## src/rtl/ycbcr_to_rgb_conversion.sv

```systemverilog
// Three-stage fixed-point YCbCr -> RGB converter (offset, multiply, sum/round/clamp) with a global-stall handshake.
// Define YCBCR2RGB_CLAMP_EN to saturate each channel to 0..255; otherwise channels wrap modulo 256.
module ycbcr_to_rgb_conversion #(
   parameter int SCALE              = 16,
   parameter int FIXED_POINT_LENGTH = 32,
   parameter int OUTPUT_WIDTH       = 8
) (
   input  logic                          clk,
   input  logic                          rst,
   input  logic                          in_valid,
   output logic                          in_ready,
   input  logic [FIXED_POINT_LENGTH-1:0] input_Y,
   input  logic [FIXED_POINT_LENGTH-1:0] input_Cb,
   input  logic [FIXED_POINT_LENGTH-1:0] input_Cr,
   output logic                          out_valid,
   input  logic                          out_ready,
   output logic [OUTPUT_WIDTH-1:0]       output_R,
   output logic [OUTPUT_WIDTH-1:0]       output_G,
   output logic [OUTPUT_WIDTH-1:0]       output_B
);

   localparam int FPL = FIXED_POINT_LENGTH;
   localparam int OFW = FPL + 1;
   localparam int PW  = FPL + 24;

   localparam logic signed [OFW-1:0] OFFSET_128 = OFW'(64'd128 << SCALE);
   localparam logic signed [PW-1:0]  K_RCR      = PW'(91881);
   localparam logic signed [PW-1:0]  K_GCB      = PW'(22554);
   localparam logic signed [PW-1:0]  K_GCR      = PW'(46802);
   localparam logic signed [PW-1:0]  K_BCB      = PW'(116130);
   localparam logic signed [PW-1:0]  ROUND_HALF = PW'(64'd1 << (SCALE + 15));
   localparam logic signed [PW-1:0]  CH_MAX     = PW'((64'd1 << OUTPUT_WIDTH) - 64'd1);

   logic adv;

   logic v1_q, v1_d, v2_q, v2_d, out_valid_q, out_valid_d;
   logic        [FPL-1:0] y1_q, y1_d;
   logic signed [OFW-1:0] cb_off_q, cb_off_d, cr_off_q, cr_off_d;
   logic signed [PW-1:0]  y2_q, y2_d;
   logic signed [PW-1:0]  p_rcr_q, p_rcr_d, p_gcb_q, p_gcb_d;
   logic signed [PW-1:0]  p_gcr_q, p_gcr_d, p_bcb_q, p_bcb_d;
   logic [OUTPUT_WIDTH-1:0] r_q, r_d, g_q, g_d, b_q, b_d;

   // Sum at scale 2^(SCALE+16) -> round half up -> 8-bit channel.
   function automatic logic [OUTPUT_WIDTH-1:0] to_pixel(input logic signed [PW-1:0] sum);
      logic signed [PW-1:0] v;
      v = (sum + ROUND_HALF) >>> (SCALE + 16);
`ifdef YCBCR2RGB_CLAMP_EN
      if (v[PW-1])
         return '0;
      else if (v > CH_MAX)
         return '1;
      else
         return v[OUTPUT_WIDTH-1:0];
`else
      return v[OUTPUT_WIDTH-1:0];
`endif
   endfunction

   assign adv = !out_valid_q || out_ready;

   always_comb begin
      v1_d        = v1_q;
      y1_d        = y1_q;
      cb_off_d    = cb_off_q;
      cr_off_d    = cr_off_q;
      v2_d        = v2_q;
      y2_d        = y2_q;
      p_rcr_d     = p_rcr_q;
      p_gcb_d     = p_gcb_q;
      p_gcr_d     = p_gcr_q;
      p_bcb_d     = p_bcb_q;
      out_valid_d = out_valid_q;
      r_d         = r_q;
      g_d         = g_q;
      b_d         = b_q;
      if (adv) begin
         v1_d = in_valid;
         if (in_valid) begin
            y1_d     = input_Y;
            cb_off_d = $signed({1'b0, input_Cb}) - OFFSET_128;
            cr_off_d = $signed({1'b0, input_Cr}) - OFFSET_128;
         end
         v2_d = v1_q;
         if (v1_q) begin
            y2_d    = $signed(PW'({y1_q, 16'h0000}));
            p_rcr_d = PW'(cr_off_q) * K_RCR;
            p_gcb_d = PW'(cb_off_q) * K_GCB;
            p_gcr_d = PW'(cr_off_q) * K_GCR;
            p_bcb_d = PW'(cb_off_q) * K_BCB;
         end
         // Output data only moves with a real pixel so bubbles leave the last pixel visible.
         out_valid_d = v2_q;
         if (v2_q) begin
            r_d = to_pixel(y2_q + p_rcr_q);
            g_d = to_pixel(y2_q - p_gcb_q - p_gcr_q);
            b_d = to_pixel(y2_q + p_bcb_q);
         end
      end
   end

   always_ff @(posedge clk or posedge rst) begin
      if (rst) begin
         v1_q        <= 1'b0;
         y1_q        <= '0;
         cb_off_q    <= '0;
         cr_off_q    <= '0;
         v2_q        <= 1'b0;
         y2_q        <= '0;
         p_rcr_q     <= '0;
         p_gcb_q     <= '0;
         p_gcr_q     <= '0;
         p_bcb_q     <= '0;
         out_valid_q <= 1'b0;
         r_q         <= '0;
         g_q         <= '0;
         b_q         <= '0;
      end else begin
         v1_q        <= v1_d;
         y1_q        <= y1_d;
         cb_off_q    <= cb_off_d;
         cr_off_q    <= cr_off_d;
         v2_q        <= v2_d;
         y2_q        <= y2_d;
         p_rcr_q     <= p_rcr_d;
         p_gcb_q     <= p_gcb_d;
         p_gcr_q     <= p_gcr_d;
         p_bcb_q     <= p_bcb_d;
         out_valid_q <= out_valid_d;
         r_q         <= r_d;
         g_q         <= g_d;
         b_q         <= b_d;
      end
   end

   assign in_ready  = adv;
   assign out_valid = out_valid_q;
   assign output_R  = r_q;
   assign output_G  = g_q;
   assign output_B  = b_q;

endmodule
```

## config.mk

```make
export PLATFORM = sky130hd
export DESIGN_NAME = ycbcr_to_rgb_conversion
export DESIGN_NICKNAME = d
export VERILOG_FILES = /design/src/rtl/ycbcr_to_rgb_conversion.sv
export SDC_FILE = /design/constraint.sdc
export NUM_CORES = 2
export LEC_CHECK = 0
export CORE_MARGIN = 8
export CORE_UTILIZATION = 59
export CTS_CLUSTER_SIZE = 25
export DETAILED_ROUTE_END_ITERATION = 6
export GPL_TIMING_DRIVEN = 0
export PLACE_DENSITY = 0.87
export REMOVE_ABC_BUFFERS = 1
export SKIP_LAST_GASP = 1
export SLEW_MARGIN = 20
export SYNTH_ARGS = -nofsm -noshare
export SYNTH_HDL_FRONTEND = slang
export SYNTH_SLANG_ARGS = --single-unit
export TNS_END_PERCENT = 5
```

## constraint.sdc

```tcl
create_clock -name clk -period 8.6 [get_ports clk]
set_input_delay 1.29 -clock clk [delete_from_list [all_inputs] [get_ports clk]]
set_output_delay 1.29 -clock clk [all_outputs]
set_load 0.02 [all_outputs]
```

* After elaboration in Yosys (flattened, before gate mapping)
Index checks and enable logic that the tools add are counted. Widths: inputs -> output; s select.
Cells by class: multipliers 4, reductions and logical operators 5, $add $sub $neg 9
Operators with widths (count):
- $add 40x33->40 const B | 3
- $add 40x40->40 | 2
- $sub 40x40->40 | 2
- $sub 32x24->33 const B | 2
- $mul 33x18->40 const B | 1
- $mul 33x15->39 const B | 1
- $mul 33x16->39 const B | 1
- $mul 33x17->39 const B | 1
- $reduce_and 2->1 | 3
- $logic_not 1->1 | 1
- $logic_or 1x1->1 | 1
Word-level totals: bits of input ports 100, flip-flop bits (word level) 298, logic and storage cells 32

* Depth between registers and ports, before layout
depth in word-level cells 3, mapped depth 23, depth with buffers taken out 22

* Least setup slack after synthesis
No wires, ideal clock.
kind register -> register, from reg cr_off_q[6], to reg p_rcr_q[37], stages on the path, launching flop included 21, path slack 2.834 ns, data arrival time 5.646 ns, library setup time 0.120 ns, buffers on the path 0, required time 8.480 ns, cells stage by stage dfrtp_1 ha_1 inv_1 fa_1 inv_1 fa_1 fa_1 fa_1 inv_1 fa_1 inv_1 ha_1 and3_1 a221o_1 a21oi_1 o32ai_2 a22oi_2 o21ai_1 o21a_1 or3_1 a31o_1
Between the ends: longest elaborated chain between the ends 1
Ends and longest elaborated chain:
- start, declared | RTL line 38 | logic signed [OFW-1:0] cb_off_q, cb_off_d, cr_off_q, cr_off_d;
- start signal, assigned | RTL line 122 | cr_off_q <= cr_off_d;
- $mul 33x18->40 | RTL line 87 | p_rcr_d = PW'(cr_off_q) * K_RCR;
- end signal, assigned | RTL line 125 | p_rcr_q <= p_rcr_d;
- end, declared | RTL line 40 | logic signed [PW-1:0] p_rcr_q, p_rcr_d, p_gcb_q, p_gcb_d;
Every way passes these cells. A chain may end at the register's enable or synchronous reset.

* Worst setup path in the final report
from reg cr_off_q[13], to reg p_gcr_q[33]
Between the ends: longest elaborated chain between the ends 1
Ends and longest elaborated chain:
- $mul 33x16->39 | RTL line 89 | p_gcr_d = PW'(cr_off_q) * K_GCR;
- end signal, assigned | RTL line 127 | p_gcr_q <= p_gcr_d;
- end, declared | RTL line 41 | logic signed [PW-1:0] p_gcr_q, p_gcr_d, p_bcb_q, p_bcb_d;
Every way passes these cells.

==> impl_metrics.py <==
metrics = {
    "run_status": {
        "status": "complete, no violations",
    },
    "yosys": {
        "synthSimpleGateAreaFrac_pct": 5.31,
        "synth_edf_count": 0,
        "avgSynthCellArea_sq_um": 9.78,
        "synth.yosys.warnings": 0,
        "synthAdderAreaFrac_pct": 53.2,
        "synth_xor_area_share_pct": 3.95,
        "ys.flop_type": "dfrtp_1",
        "ys_seq_elements": 267,
        "synth_compound_area_share_pct": 8.50,
        "synth.mux.area_fraction_pct": 1.95,
        "syn_inst": 4469,
        "syn_area_sq_mm": 0.0437,
        "async_flop_share_pct": 100,
        "ys_seq_area_share_pct": 15.3,
        "synth_cell_types": 73,
        "synth_top_family_by_area": "adder cells",
    },
    "timing": {
        "slew_headroom_pct": 31.6,
        "setup_tns_ps": 0,
        "maxSlewViolCount": 0,
        "fmax_ghz": 0.143,
        "rsz0062_at_grt": "false",
        "hold_viol_final": 0,
        "setup_violations": 0,
        "fin_crit_ps": 6990,
        "post-route-period-util_pct": 81.3,
        "tightest_slew_ps": 1010,
        "skew_ps": 21.0,
    },
    "routing": {
        "via_per_inst": 5.50,
        "ant_nets": 0,
        "drcViolationCount": 0,
        "vias": 30600,
        "first_pass_iters": 5,
        "wl_mm": 102,
        "drtIter0Drc": 2047,
        "detail_route.wl_per_cell_um": 18.3,
    },
    "setup_path": {
        "crit_start": "cr_off_q[13]$_DFFE_PP0P_",
        "r2r-end": "p_gcr_q[33]$_DFFE_PP0P_",
        "cpLargestDelayFamily": "adder cells",
        "crit_top_cell": "fa_1",
        "start_kind": "register",
        "cp.depth": 20,
        "r2r-start": "cr_off_q[13]$_DFFE_PP0P_",
        "critPathSlowestCell": "dfrtp_1",
        "r2r_cells": 20,
        "critPathCapture": "p_gcr_q[33]$_DFFE_PP0P_",
        "worstPathMaxFanout": 9,
        "required_ps": 9010,
        "worstSetupEndpointType": "register",
        "crit_buf_inv": 4,
        "slowest_delay_ps": 730,
        "worstPathCellList": "ha_1 > inv_1 > fa_1 > inv_1 > fa_1 > fa_1 > fa_1 > inv_1 > fa_1 > inv_1 > ha_1 > a21o_1 > a221o_1 > a21oi_1 > o22ai_1 > nor3_1 > nor2_1 > o41ai_1 > xor2_1 > o21ai_1",
        "path_class": "register to register",
        "rrSetupSlack_ps": 1610,
        "worstPathArrival_ps": 7400,
    },
    "placement": {
        "portBuffers": 117,
        "placed_cell_area_sq_mm": 0.0461,
        "hpwl_mm": 84.9,
        "gp_congestion": 0.964,
    },
    "finish": {
        "layout_common_cells": "inv_1, ha_1, fa_1",
        "drive_above_1_share_pct": 3.48,
        "regArea_sq_mm": 0.00668,
        "area_growth_pct": 8.04,
        "final_common_cell": "inv_1",
        "num-fill-cells": 5506,
        "antennaDiodeCount": 0,
        "fin_area_sq_mm": 0.0472,
        "fin_nets": 6119,
        "multi_input_area_sq_mm": 0.0319,
    },
    "flow_run": {
        "max_cap_viol_count": 0,
    },
    "clocking": {
        "clk_pin_slew_ps": 60,
        "cts_setup_buffers": 0,
        "hold_buffers": 0,
        "cts_buffers": 34,
        "postCtsResizedCells": 0,
        "cts.path.max_buffers": 3,
        "cts-root-buf": "clkbuf_16",
        "cts_tree": "done",
        "h-tree-depth": 2,
        "clock_latency_ps": 560,
        "clock-sinks": 267,
    },
    "grt": {
        "grt_usage_pct": 25.5,
        "grt_pass1_wl_mm": 168,
        "grt_pass1_vias": 33600,
        "antenna_found_initial": 0,
        "grt.overflow.total": 0,
        "grt_max_degree": 88,
    },
    "floorplanning": {
        "core-area_sq_mm": 0.0732,
        "start_util_pct": 59.7,
        "die_x_um": 288,
        "num_rows": 99,
        "die_y_um": 288,
        "io_pins": 126,
        "dieArea_sq_mm": 0.0830,
    },
    "hold_path": {
        "hold_class": "register to register",
        "min_from": "y1_q[18]$_DFFE_PP0P_",
    },
}
[registers in the layout, indices dropped and copies added (netlist names)]
signal     flops
p_gcr_q       33
output_B       8
p_rcr_q       30
cb_off_q      33
v2_q           1
p_bcb_q       26
y2_q          24
cr_off_q      33
output_R       8
y1_q          24
output_G       8
v1_q           1
p_gcb_q       37
out_valid      1
[logic make-up after synthesis]
| group | count (synthesis) |
|---|---|
| adders and majority gates | 1447 |
| buffers and inverters | 1376 |
| AOI/OAI and AO/OA | 583 |
| and+or+nand+nor | 523 |
| DFF | 267 |
| xor gates and xnor gates | 197 |
| muxes | 76 |
[worst min-delay path, stage by stage (launching register included)]
cell	delay (ps)
dfrtp_1	340
nand2_1	50
nand2_1	50
[worst min path at each step]
| stage | depth (start not counted) | slack, ps | endpoint |
|---|---|---|---|
| 2_1_floorplan | 2 | 430 | y2_q[16]$_DFFE_PP0P_ |
| 3_3_place_gp | 2 | 440 | y2_q[34]$_DFFE_PP0P_ |
| 3_5_place_dp | 2 | 450 | y2_q[34]$_DFFE_PP0P_ |
| 4_1_cts | 2 | 470 | y2_q[34]$_DFFE_PP0P_ |
| 5_1_grt | 2 | 480 | y2_q[34]$_DFFE_PP0P_ |
| 6_report | 2 | 470 | y2_q[34]$_DFFE_PP0P_ |
[per-stage QoR]
| stage | utilization, % | setup slack, ps | instances | hold slack [ps] |
|---|---|---|---|---|
| floorplan | - | -43.6 | 4411 | 433 |
| global placement | 62.6 | -3700 | 5487 | 444 |
| detailed placement | 63.0 | 1730 | 5495 | 452 |
| CTS | 64.5 | 1690 | 5555 | 466 |
| global route | 64.5 | 1290 | 5555 | 483 |
| finish | 64.5 | 1610 | 5555 | 474 |
[cells in the mapped netlist (all sizes together), types with 8 or more instances]
cell / n / area, sq um
a2111oi: 10 / 139
a211oi: 21 / 173
a21o: 73 / 548
a21oi: 118 / 591
a31o: 8 / 70.1
a31oi: 19 / 125
and2: 13 / 81.3
and3: 24 / 150
clkbuf: 52 / 195
dfrtp: 267 / 6680
fa: 684 / 13700
ha: 763 / 9550
inv: 1318 / 4950
mux2: 72 / 811
nand2: 294 / 1100
nand2b: 13 / 81.3
nand3: 35 / 175
nand4: 14 / 87.6
nor2: 66 / 248
nor3: 30 / 150
o211ai: 21 / 163
o21a: 20 / 150
o21ai: 212 / 1060
o21bai: 16 / 120
o31ai: 18 / 135
xnor2: 106 / 928
xor2: 91 / 797
[layout make-up]
class / instances / share of cell area (%)
Multi-Input combinational cell: 2826 / 67.5
Clock inverter: 16 / 0.406
Clock buffer: 44 / 1.97
Tap cell: 959 / 2.54
Inverter: 1318 / 10.5
Timing Repair Buffer: 125 / 2.93
Sequential cell: 267 / 14.2
[per-layer routing]
metal  GRT usage [%]  share of wire, %
met1            33.0                41
met4            8.86               3.9
met3            3.48               5.8
met2            43.9                49
met5               0                 0
Power is not shown: default switching activity piles up to over one toggle a cycle in this logic, so the estimate is an artifact.
